<file path="src/rtl/alarm_pkg.sv">
// Shared types and BCD helpers for the multi-alarm clock.
package alarm_pkg;

  typedef enum logic [1:0] {
    IDLE,
    RINGING,
    SNOOZED
  } alarm_state_e;

  typedef struct packed {
    logic [1:0] h1;
    logic [3:0] h0;
    logic [3:0] m1;
    logic [3:0] m0;
  } bcd_hm_t;

  typedef struct packed {
    bcd_hm_t    hm;
    logic [3:0] s1;
    logic [3:0] s0;
  } bcd_time_t;

  function automatic logic bcd_time_valid(input bcd_hm_t t);
    logic hour_ok;
    hour_ok = (t.h1 < 2'd2) ? (t.h0 <= 4'd9) : ((t.h1 == 2'd2) && (t.h0 <= 4'd3));
    return hour_ok && (t.m1 <= 4'd5) && (t.m0 <= 4'd9);
  endfunction

  // Adds a constant number of minutes (< 60) to hh:mm, wrapping at 24 h.
  function automatic bcd_hm_t bcd_add_minutes(input bcd_hm_t t, input int unsigned mins);
    logic [6:0] m;
    logic [4:0] h;
    bcd_hm_t    r;
    m = 7'(t.m1) * 7'd10 + 7'(t.m0) + 7'(mins);
    h = 5'(t.h1) * 5'd10 + 5'(t.h0);
    if (m >= 7'd60) begin
      m = m - 7'd60;
      h = h + 5'd1;
    end
    if (h >= 5'd24) h = h - 5'd24;
    r = '0;
    for (int unsigned i = 0; i < 5; i++) begin
      if (m >= 7'd10) begin
        m    = m - 7'd10;
        r.m1 = r.m1 + 4'd1;
      end
    end
    r.m0 = m[3:0];
    for (int unsigned i = 0; i < 2; i++) begin
      if (h >= 5'd10) begin
        h    = h - 5'd10;
        r.h1 = r.h1 + 2'd1;
      end
    end
    r.h0 = h[3:0];
    return r;
  endfunction

endpackage

</file>
<file path="src/rtl/bcd_time_counter.sv">
// BCD hh:mm:ss counter: synchronous load has priority over the tick enable.
module bcd_time_counter
  import alarm_pkg::*;
(
  input  logic      clk,
  input  logic      rst_n,
  input  logic      tick,
  input  logic      load,
  input  bcd_time_t load_val,
  output bcd_time_t cur_time
);

  bcd_time_t time_q, time_d;

  always_comb begin
    time_d = time_q;
    if (load) begin
      time_d = load_val;
    end else if (tick) begin
      if (time_q.s0 != 4'd9) begin
        time_d.s0 = time_q.s0 + 4'd1;
      end else begin
        time_d.s0 = 4'd0;
        if (time_q.s1 != 4'd5) begin
          time_d.s1 = time_q.s1 + 4'd1;
        end else begin
          time_d.s1 = 4'd0;
          if (time_q.hm.m0 != 4'd9) begin
            time_d.hm.m0 = time_q.hm.m0 + 4'd1;
          end else begin
            time_d.hm.m0 = 4'd0;
            if (time_q.hm.m1 != 4'd5) begin
              time_d.hm.m1 = time_q.hm.m1 + 4'd1;
            end else begin
              time_d.hm.m1 = 4'd0;
              if ((time_q.hm.h1 == 2'd2) && (time_q.hm.h0 == 4'd3)) begin
                time_d.hm.h1 = 2'd0;
                time_d.hm.h0 = 4'd0;
              end else if (time_q.hm.h0 == 4'd9) begin
                time_d.hm.h0 = 4'd0;
                time_d.hm.h1 = time_q.hm.h1 + 2'd1;
              end else begin
                time_d.hm.h0 = time_q.hm.h0 + 4'd1;
              end
            end
          end
        end
      end
    end
  end

  always_ff @(posedge clk or negedge rst_n) begin
    if (!rst_n) time_q <= '0;
    else        time_q <= time_d;
  end

  assign cur_time = time_q;

endmodule

</file>
<file path="src/rtl/multi_alarm_clock.sv">
// 24-hour BCD clock with N alarm slots, snooze and ring timeout; single clock domain.
module multi_alarm_clock
  import alarm_pkg::*;
#(
  parameter int CLK_DIV        = 10,
  parameter int N_ALARMS       = 4,
  parameter int SNOOZE_MIN     = 5,
  parameter int RING_TIMEOUT_S = 60,
  localparam int AW = (N_ALARMS > 1) ? $clog2(N_ALARMS) : 1
) (
  input  logic                clk,
  input  logic                reset_n,
  input  logic [1:0]          H_in1,
  input  logic [3:0]          H_in0,
  input  logic [3:0]          M_in1,
  input  logic [3:0]          M_in0,
  input  logic                LD_time,
  input  logic                LD_alarm,
  input  logic [AW-1:0]       al_sel,
  input  logic [N_ALARMS-1:0] AL_ON,
  input  logic                STOP_al,
  input  logic                SNOOZE,
  output logic                Alarm,
  output logic [AW-1:0]       alarm_id,
  output logic                snoozed,
  output logic                load_err,
  output logic                tick_1s,
  output logic [1:0]          H_out1,
  output logic [3:0]          H_out0,
  output logic [3:0]          M_out1,
  output logic [3:0]          M_out0,
  output logic [3:0]          S_out1,
  output logic [3:0]          S_out0
);

  localparam int DW = $clog2(CLK_DIV);

  bcd_hm_t      in_hm;
  bcd_time_t    load_val, cur;
  logic         in_valid, sel_ok, time_ld, alarm_ld, load_err_d;
  logic         tick, sec_zero;
  logic [DW-1:0] div_q, div_d;
  logic         match_en_q, match_en_d, load_err_q;
  bcd_hm_t      al_q [N_ALARMS];
  bcd_hm_t      al_d [N_ALARMS];
  logic         hit, id_on;
  logic [AW-1:0] win;
  alarm_state_e state_q, state_d;
  logic [AW-1:0] alarm_id_q, alarm_id_d;
  logic [7:0]   ring_cnt_q, ring_cnt_d;
  bcd_hm_t      snooze_q, snooze_d;

  assign in_hm      = {H_in1, H_in0, M_in1, M_in0};
  assign load_val   = {in_hm, 8'h00};
  assign in_valid   = bcd_time_valid(in_hm);
  assign sel_ok     = 32'(al_sel) < 32'(N_ALARMS);
  assign time_ld    = LD_time & in_valid;
  assign alarm_ld   = LD_alarm & in_valid & sel_ok;
  assign load_err_d = (LD_time & ~in_valid) | (LD_alarm & ~(in_valid & sel_ok));
  assign sec_zero   = (cur.s1 == 4'd0) && (cur.s0 == 4'd0);

  // A tick swallowed by a same-cycle time load must not arm the match check.
  always_comb begin
    tick       = (div_q == DW'(CLK_DIV - 1));
    div_d      = tick ? '0 : div_q + DW'(1);
    if (time_ld) div_d = '0;
    match_en_d = tick & ~time_ld;
  end

  always_comb begin
    for (int unsigned k = 0; k < N_ALARMS; k++) begin
      al_d[k] = al_q[k];
      if (alarm_ld && (32'(al_sel) == k)) al_d[k] = in_hm;
    end
  end

  always_comb begin
    hit   = 1'b0;
    win   = '0;
    id_on = 1'b0;
    for (int unsigned k = 0; k < N_ALARMS; k++) begin
      if (!hit && AL_ON[k] && (al_q[k] == cur.hm) && sec_zero) begin
        hit = 1'b1;
        win = AW'(k);
      end
      if (32'(alarm_id_q) == k) id_on = AL_ON[k];
    end
  end

  bcd_time_counter u_time (
    .clk      (clk),
    .rst_n    (reset_n),
    .tick     (tick),
    .load     (time_ld),
    .load_val (load_val),
    .cur_time (cur)
  );

  always_ff @(posedge clk or negedge reset_n) begin
    if (!reset_n) begin
      div_q      <= '0;
      match_en_q <= 1'b0;
      load_err_q <= 1'b0;
      for (int unsigned k = 0; k < N_ALARMS; k++) al_q[k] <= '0;
    end else begin
      div_q      <= div_d;
      match_en_q <= match_en_d;
      load_err_q <= load_err_d;
      al_q       <= al_d;
    end
  end

  always_ff @(posedge clk or negedge reset_n) begin
    if (!reset_n) begin
      state_q    <= IDLE;
      alarm_id_q <= '0;
      ring_cnt_q <= '0;
      snooze_q   <= '0;
    end else begin
      state_q    <= state_d;
      alarm_id_q <= alarm_id_d;
      ring_cnt_q <= ring_cnt_d;
      snooze_q   <= snooze_d;
    end
  end

  always_comb begin
    state_d    = state_q;
    alarm_id_d = alarm_id_q;
    ring_cnt_d = ring_cnt_q;
    snooze_d   = snooze_q;
    unique case (state_q)
      IDLE: begin
        if (match_en_q && hit) begin
          state_d    = RINGING;
          alarm_id_d = win;
          ring_cnt_d = '0;
        end
      end
      RINGING: begin
        if (STOP_al || !id_on) begin
          state_d = IDLE;
        end else if (SNOOZE) begin
          state_d  = SNOOZED;
          snooze_d = bcd_add_minutes(cur.hm, SNOOZE_MIN);
        end else if (tick) begin
          ring_cnt_d = ring_cnt_q + 8'd1;
          if (ring_cnt_d == 8'(RING_TIMEOUT_S)) state_d = IDLE;
        end
      end
      SNOOZED: begin
        if (STOP_al || !id_on) begin
          state_d = IDLE;
        end else if (match_en_q && sec_zero && (cur.hm == snooze_q)) begin
          state_d    = RINGING;
          ring_cnt_d = '0;
        end
      end
      default: state_d = IDLE;
    endcase
  end

  always_comb begin
    Alarm   = (state_q == RINGING);
    snoozed = (state_q == SNOOZED);
  end

  assign alarm_id = alarm_id_q;
  assign load_err = load_err_q;
  assign tick_1s  = tick;
  assign H_out1   = cur.hm.h1;
  assign H_out0   = cur.hm.h0;
  assign M_out1   = cur.hm.m1;
  assign M_out0   = cur.hm.m0;
  assign S_out1   = cur.s1;
  assign S_out0   = cur.s0;

endmodule

</file>
<file path="config.mk">
export PLATFORM = sky130hd
export DESIGN_NAME = multi_alarm_clock
export DESIGN_NICKNAME = d
export VERILOG_FILES = /design/src/rtl/alarm_pkg.sv /design/src/rtl/bcd_time_counter.sv /design/src/rtl/multi_alarm_clock.sv
export SDC_FILE = /design/constraint.sdc
export NUM_CORES = 1
export LEC_CHECK = 0
export CAP_MARGIN = 20
export CORE_MARGIN = 2
export CORE_UTILIZATION = 65
export DETAILED_ROUTE_END_ITERATION = 6
export HOLD_SLACK_MARGIN = 0.03
export PLACE_DENSITY = 0.87
export SLEW_MARGIN = 40
export SYNTH_ARGS = -nofsm -noshare
export SYNTH_HDL_FRONTEND = slang
export SYNTH_SLANG_ARGS = --single-unit
</file>
<file path="constraint.sdc">
create_clock -name clk -period 23 [get_ports clk]
set_clock_uncertainty 0.2 [all_clocks]
set_input_delay 2.3 -clock clk [delete_from_list [all_inputs] [get_ports clk]]
set_output_delay 2.3 -clock clk [all_outputs]
set_load 0.05 [all_outputs]
</file>
# Word level (Yosys, flattened, before mapping)
# Cells that the tools add are included.
# word_totals
output_inout_bits,28
regBits,110
memories,0
elab_cells,262
input_bits,26
latch_bits,0
ramBits,0
rom_bits,0
# classes
muxes,98
add_sub_neg,26
eq_ne,36
div,0
reduce_logical,45
n_shift,0
n_lt_le_gt_ge,14
bitwise,9
multipliers,2
# ops
cell,n
2-to-1 mux 7 bit,20
2-to-1 mux 4 bit,25
equality test 14 bit,5
2-to-1 mux 5 bit,12
2-to-1 mux 8 bit,6
2-to-1 mux 22 bit,2
adder 4 x 1 -> 4 bit (second input constant),10
greater-or-equal comparator 7 x 4 -> 1 bit (second input constant),5
2-to-1 mux 2 bit,14
subtractor 7 x 4 -> 7 bit (second input constant),4
one-hot mux 8 bit (3 select lines),1
logical AND 1 bit,23
2-to-1 mux 18 bit,1
inequality test 2 bit (second input constant),8
equality test 2 bit (second input constant),7
2-to-1 mux 14 bit,1
2-to-1 mux 1 bit,12
2-to-1 mux 6 bit,2
greater-or-equal comparator 5 x 4 -> 1 bit (second input constant),2
2-to-1 mux 10 bit,1
adder 8 x 1 -> 8 bit (second input constant),1
equality test 4 bit (second input constant),2
equality test 8 x 6 -> 1 bit (second input constant),1
<= comparator 4 bit (second input constant),2
39 further kinds,63

# Longest topological paths before layout
# logic_depth
depth_word,31
depth_mapped,39
ltp_nobuf,37

# Hierarchy
# From an unflattened synthesis, not the netlist that was laid out.
# hier_totals
hier_cells,872
area_unflattened_um2,8111.5
# modules_own_cells
mod,cells_each,n_inst,area_per_inst_um2
multi_alarm_clock,715,1,6670.1
bcd_time_counter,157,1,1441.4

# Least setup slack after synthesis
# Ideal clock, no wire load.
# synth_path
path_type,register to register
from,register u_time.time_q (netlist bit u_time.cur_time[13])
to,register snooze_q[6] (netlist bit)
path_stages_with_launch,39
required_time_ns,22.708
setup_slack_ns,14.850
path_buffers,2
setup_time_ns,0.092
arrival_time_ns,7.857
path_cell_list,dfrtp_1 > clkbuf_1 > inv_1 > ha_1 > inv_1 > fa_1 > xnor2_2 > inv_1 > and2_1 > buf_2 > a21oi_1 > a21oi_1 > ha_1 > nand3_1 > nor2_1 > mux2i_1 > o32a_1 > o211ai_2 > [... 3 more ...] > xnor2_1 > ha_1 > and2_1 > a21oi_1 > o22a_1 > and2_1 > inv_1 > ha_1 > nand2_1 > and2_1 > a41oi_2 > a211oi_4 > mux2i_1 > ha_1 > nand2b_1 > o211ai_4 > and3_1 > o31ai_2
# synth_between
elab_chain_len,30
word_cells_on_any_way,55
# synth_rtl
element,line,rtl
from (decl),bcd_time_counter.sv:13,"bcd_time_t time_q, time_d;"
from (signal assigned),bcd_time_counter.sv:54,else time_q <= time_d;
multiplier 4 x 3 -> 6 bit *,alarm_pkg.sv:34,m = 7'(t.m1) * 7'd10 + 7'(t.m0) + 7'(mins);
adder 7 x 4 -> 7 bit *,alarm_pkg.sv:34,
adder 7 x 3 -> 7 bit *,alarm_pkg.sv:34,
subtractor 7 x 6 -> 7 bit or greater-or-equal comparator 7 x 6 -> 1 bit (tied branches),"alarm_pkg.sv:37, alarm_pkg.sv:36",
2-to-1 mux 7 bit *,alarm_pkg.sv:36,if (m >= 7'd60) begin
2-to-1 mux 7 bit *,multi_alarm_clock.sv:143,end else if (SNOOZE) begin
2-to-1 mux 7 bit *,multi_alarm_clock.sv:141,if (STOP_al || !id_on) begin
2-to-1 mux 7 bit *,multi_alarm_clock.sv:132,unique case (state_q)
[... 14 more ...],n/a,
2-to-1 mux 7 bit or 2-to-1 mux 4 bit (tied branches),multi_alarm_clock.sv:132,
"subtractor 7 x 4 -> 7 bit, or another cell as far along",alarm_pkg.sv:44,m = m - 7'd10;
2-to-1 mux 7 bit or 2-to-1 mux 4 bit (tied branches),alarm_pkg.sv:43,if (m >= 7'd10) begin
2-to-1 mux 7 bit or 2-to-1 mux 4 bit (tied branches),multi_alarm_clock.sv:143,
2-to-1 mux 7 bit or 2-to-1 mux 4 bit (tied branches),multi_alarm_clock.sv:141,
2-to-1 mux 7 bit or 2-to-1 mux 4 bit (tied branches),multi_alarm_clock.sv:132,
greater-or-equal comparator 7 x 4 -> 1 bit or adder 4 x 1 -> 4 bit (tied branches),"alarm_pkg.sv:43, alarm_pkg.sv:45",
2-to-1 mux 4 bit *,alarm_pkg.sv:43,
to (signal assigned),multi_alarm_clock.sv:123,snooze_q <= snooze_d;
to (decl),multi_alarm_clock.sv:51,"bcd_hm_t snooze_q, snooze_d;"
# Every way passes the cells marked *; elsewhere a longest branch is shown, timed or not. The select of a mux whose other input is x is not followed.
# A chain may end at the register's enable or synchronous reset.

# Final worst setup path
# layout_path
from,register u_time.time_q (netlist bit u_time.cur_time[14])
to,register snooze_q[1] (netlist bit)
# layout_between
elab_chain_len,30
word_cells_on_any_way,36
# layout_rtl
element,line
multiplier 4 x 3 -> 6 bit *,alarm_pkg.sv:34
adder 7 x 4 -> 7 bit *,alarm_pkg.sv:34
adder 7 x 3 -> 7 bit *,alarm_pkg.sv:34
subtractor 7 x 6 -> 7 bit or greater-or-equal comparator 7 x 6 -> 1 bit (tied branches),"alarm_pkg.sv:37, alarm_pkg.sv:36"
2-to-1 mux 7 bit *,alarm_pkg.sv:36
2-to-1 mux 7 bit *,multi_alarm_clock.sv:143
2-to-1 mux 7 bit *,multi_alarm_clock.sv:141
2-to-1 mux 7 bit *,multi_alarm_clock.sv:132
[... 14 more ...],n/a
2-to-1 mux 7 bit *,multi_alarm_clock.sv:132
subtractor 7 x 4 -> 7 bit or greater-or-equal comparator 7 x 4 -> 1 bit (tied branches),"alarm_pkg.sv:44, alarm_pkg.sv:43"
2-to-1 mux 7 bit *,alarm_pkg.sv:43
2-to-1 mux 7 bit *,multi_alarm_clock.sv:143
2-to-1 mux 7 bit *,multi_alarm_clock.sv:141
2-to-1 mux 7 bit *,multi_alarm_clock.sv:132
greater-or-equal comparator 7 x 4 -> 1 bit or subtractor 4 bit (tied branches),"alarm_pkg.sv:43, alarm_pkg.sv:44"
2-to-1 mux 4 bit *,alarm_pkg.sv:43
# Marked as above.

==> results.json <==
{
  "status": "finished, final reports clean",
  "drive_gt1_frac": 0.1196,
  "grt.overflow.total": 0,
  "hpwl_mm": 14.86,
  "rsz0062_at_grt": "no",
  "period_share": 0.3960,
  "max_slew_margin": 0.4534,
  "vias": 6540,
  "crit_fanout": 13,
  "final_util": 0.7401,
  "max_stage_delay_ns": 0.68,
  "postCtsSetupBuffers": 0,
  "grt_pass1_vias": 6295,
  "antenna_cells": 0,
  "ctsHtreeMaxLevel": 3,
  "syn-instance-count": 839,
  "path_class": "reg -> reg",
  "cts_buffers": 9,
  "post-route-drc-count": 0,
  "layout_common_cells": "dfrtp_1 (110), nand2_1 (75), xnor2_1 (73)",
  "setup.worst_path.start": "u_time.cur_time[14]",
  "final_nets": 934,
  "instances_no_fill": 1025,
  "cts-root-buf": "clkbuf_16",
  "crit_top_cell": "ha_1",
  "die_h_um": 114.1,
  "antenna_found_initial": 0,
  "tns_ns": 0,
  "port_buffers": 53,
  "path_clk_slew_ns": 0.07,
  "ctsResizeCount": 0,
  "coreArea_sq_um": 11910,
  "die_area_sq_um": 13010,
  "hold_viol": 0,
  "layout_commonest_cell": "dfrtp_1",
  "slew_viol_final": 0,
  "clockBufferDepth": 2,
  "syn_avg_cell_area_sq_um": 9.385,
  "worstMarginPinSlew_ns": 0.8172,
  "grt_max_degree": 71,
  "period_needed_ns": 9.108,
  "synth_ff_type": "dfrtp_1",
  "synth_area_sq_um": 7874,
  "routedWlPerCell_um": 19.44,
  "max_freq_ghz": 0.1098,
  "cts_tree": "built",
  "worstPathArrival_ns": 9.18,
  "place_inst": 1008,
  "synth_cell_type_count": 74,
  "placed_cell_area_sq_um": 8499,
  "synth-edff-count": 0,
  "dr.pass1.iters": 6,
  "placement_rows": 40,
  "cp.required_ns": 23.07,
  "synth-seq-area-share": 0.3496,
  "start_util": 0.6610,
  "grt_pass1_wl_mm": 32.46,
  "grt_usage": 0.3175,
  "area_growth_pct": 11.97,
  "setup_viol": 0,
  "r2r-start": "u_time.cur_time[14]",
  "design_area_sq_um": 8816,
  "async_flop_share": 1.000,
  "via_per_inst": 6.380,
  "gp_congestion": 0.9372,
  "die_w_um": 114.1,
  "cap_violations": 0,
  "wirelength_mm": 19.92,
  "cp-end-kind": "register",
  "io_pins": 54,
  "insertion_delay_ns": 0.35,
  "cts_hold_buffers": 0,
  "ys_ff_latch": 110,
  "critical_path.slowest_cell": "dfrtp_1",
  "crit_path_start_kind": "register",
  "synth_warnings": 0,
  "drt_iter0_drc": 611,
  "synth_nets": 900,
  "hp-start": "snooze_q[8]",
  "hp-class": "reg -> reg",
  "ant_nets": 0,
  "clock_sinks": 110
}
==> cells in the mapped netlist, types with 4 or more instances <==
library cell | instances | area share
nor2_1 | 59 | 0.028
o21ai_0 | 46 | 0.029
o31ai_1 | 9 | 0.0086
and3_1 | 10 | 0.0079
xor2_1 | 28 | 0.031
ha_1 | 32 | 0.051
nor4_1 | 6 | 0.0048
mux2i_1 | 17 | 0.022
nor3_1 | 17 | 0.011
nand2b_1 | 13 | 0.010
nand4_1 | 21 | 0.017
inv_1 | 23 | 0.011
a21oi_1 | 36 | 0.023
o211ai_1 | 6 | 0.0057
nor2b_1 | 8 | 0.0064
clkbuf_1 | 30 | 0.014
nand3_1 | 26 | 0.017
a31oi_1 | 7 | 0.0056
a211oi_1 | 9 | 0.0086
xnor2_1 | 73 | 0.081
dfrtp_1 | 110 | 0.35
a21o_1 | 8 | 0.0076
and2_1 | 15 | 0.012
mux2_2 | 59 | 0.084
nand2_1 | 75 | 0.036
buf_2 | 4 | 0.0025
o32ai_1 | 6 | 0.0067
o21a_1 | 6 | 0.0057
or2_2 | 8 | 0.0064
==> logic make-up after synthesis <==
logic type,share of synthesized area
muxes,0.1089
AOI/OAI and AO/OA,0.1551
DFF,0.3496
xor gates and xnor gates,0.1193
buffers and inverters,0.02828
and+or+nand+nor,0.1804
adders and majority gates,0.05848
==> worst paths after layout <==
kind                       slack, ns          end  cells past startpoint
setup / recovery               13.89  snooze_q[1]                     35
setup reg to reg               13.89  snooze_q[1]                     35
max in group asynchronous      19.91  snooze_q[1]                      2
hold reg to reg                 0.32  snooze_q[8]                      2
hold / removal                  0.32  snooze_q[8]                      2
min in group asynchronous       1.71     al_q[24]                      1
==> through the flow <==
stage               setup slack [ns]  hold slack (ns)
floorplan                      14.85           0.2360
global placement               14.42           0.2757
detailed placement             14.07           0.2841
CTS                            13.99           0.3191
global route                   12.90           0.3305
finish                         13.89           0.3221
==> critical path, delay by kind of cell, from the launching register on <==
kind | cells | cell delay (ns)
AOI/OAI and AO/OA | 13 | 3.57
and+or+nand+nor | 11 | 2.08
adders and majority gates | 7 | 1.88
DFF | 1 | 0.68
muxes | 2 | 0.42
xor gates and xnor gates | 1 | 0.14
buffers and inverters | 1 | 0.05
==> state kept, by name, indices dropped and copies added (netlist names) <==
| register | cells |
|---|---|
| match_en_q | 1 |
| load_err | 1 |
| div_q | 4 |
| u_time.cur_time | 22 |
| snooze_q | 14 |
| state_q | 2 |
| ring_cnt_q | 8 |
| al_q | 56 |
| alarm_id | 2 |
==> per-layer routing <==
| layer | part of all wire | vias to the layer above | track usage |
|---|---|---|---|
| li1 | - | 3088 | - |
| met1 | 0.44 | 3196 | 0.4308 |
| met2 | 0.49 | 211 | 0.5317 |
| met3 | 0.046 | 45 | 0.03970 |
| met4 | 0.027 | 0 | 0.1089 |
| met5 | 0 | - | 0 |
==> cell type report <==
| cell class | instances | area [sq um] |
|---|---|---|
| timing repair buffer | 58 | 573.1 |
| multi-input combinational | 671 | 4920 |
| sequential | 110 | 2753 |
| inverter | 23 | 86.33 |
| clock inverter | 4 | 53.80 |
| fill | 817 | 3095 |
| clock buffer | 12 | 246.5 |
| tap | 147 | 183.9 |
Power is left out: the tool's default activity adds up to more than one toggle a clock period on the data nets, which glitch-free logic cannot reach.
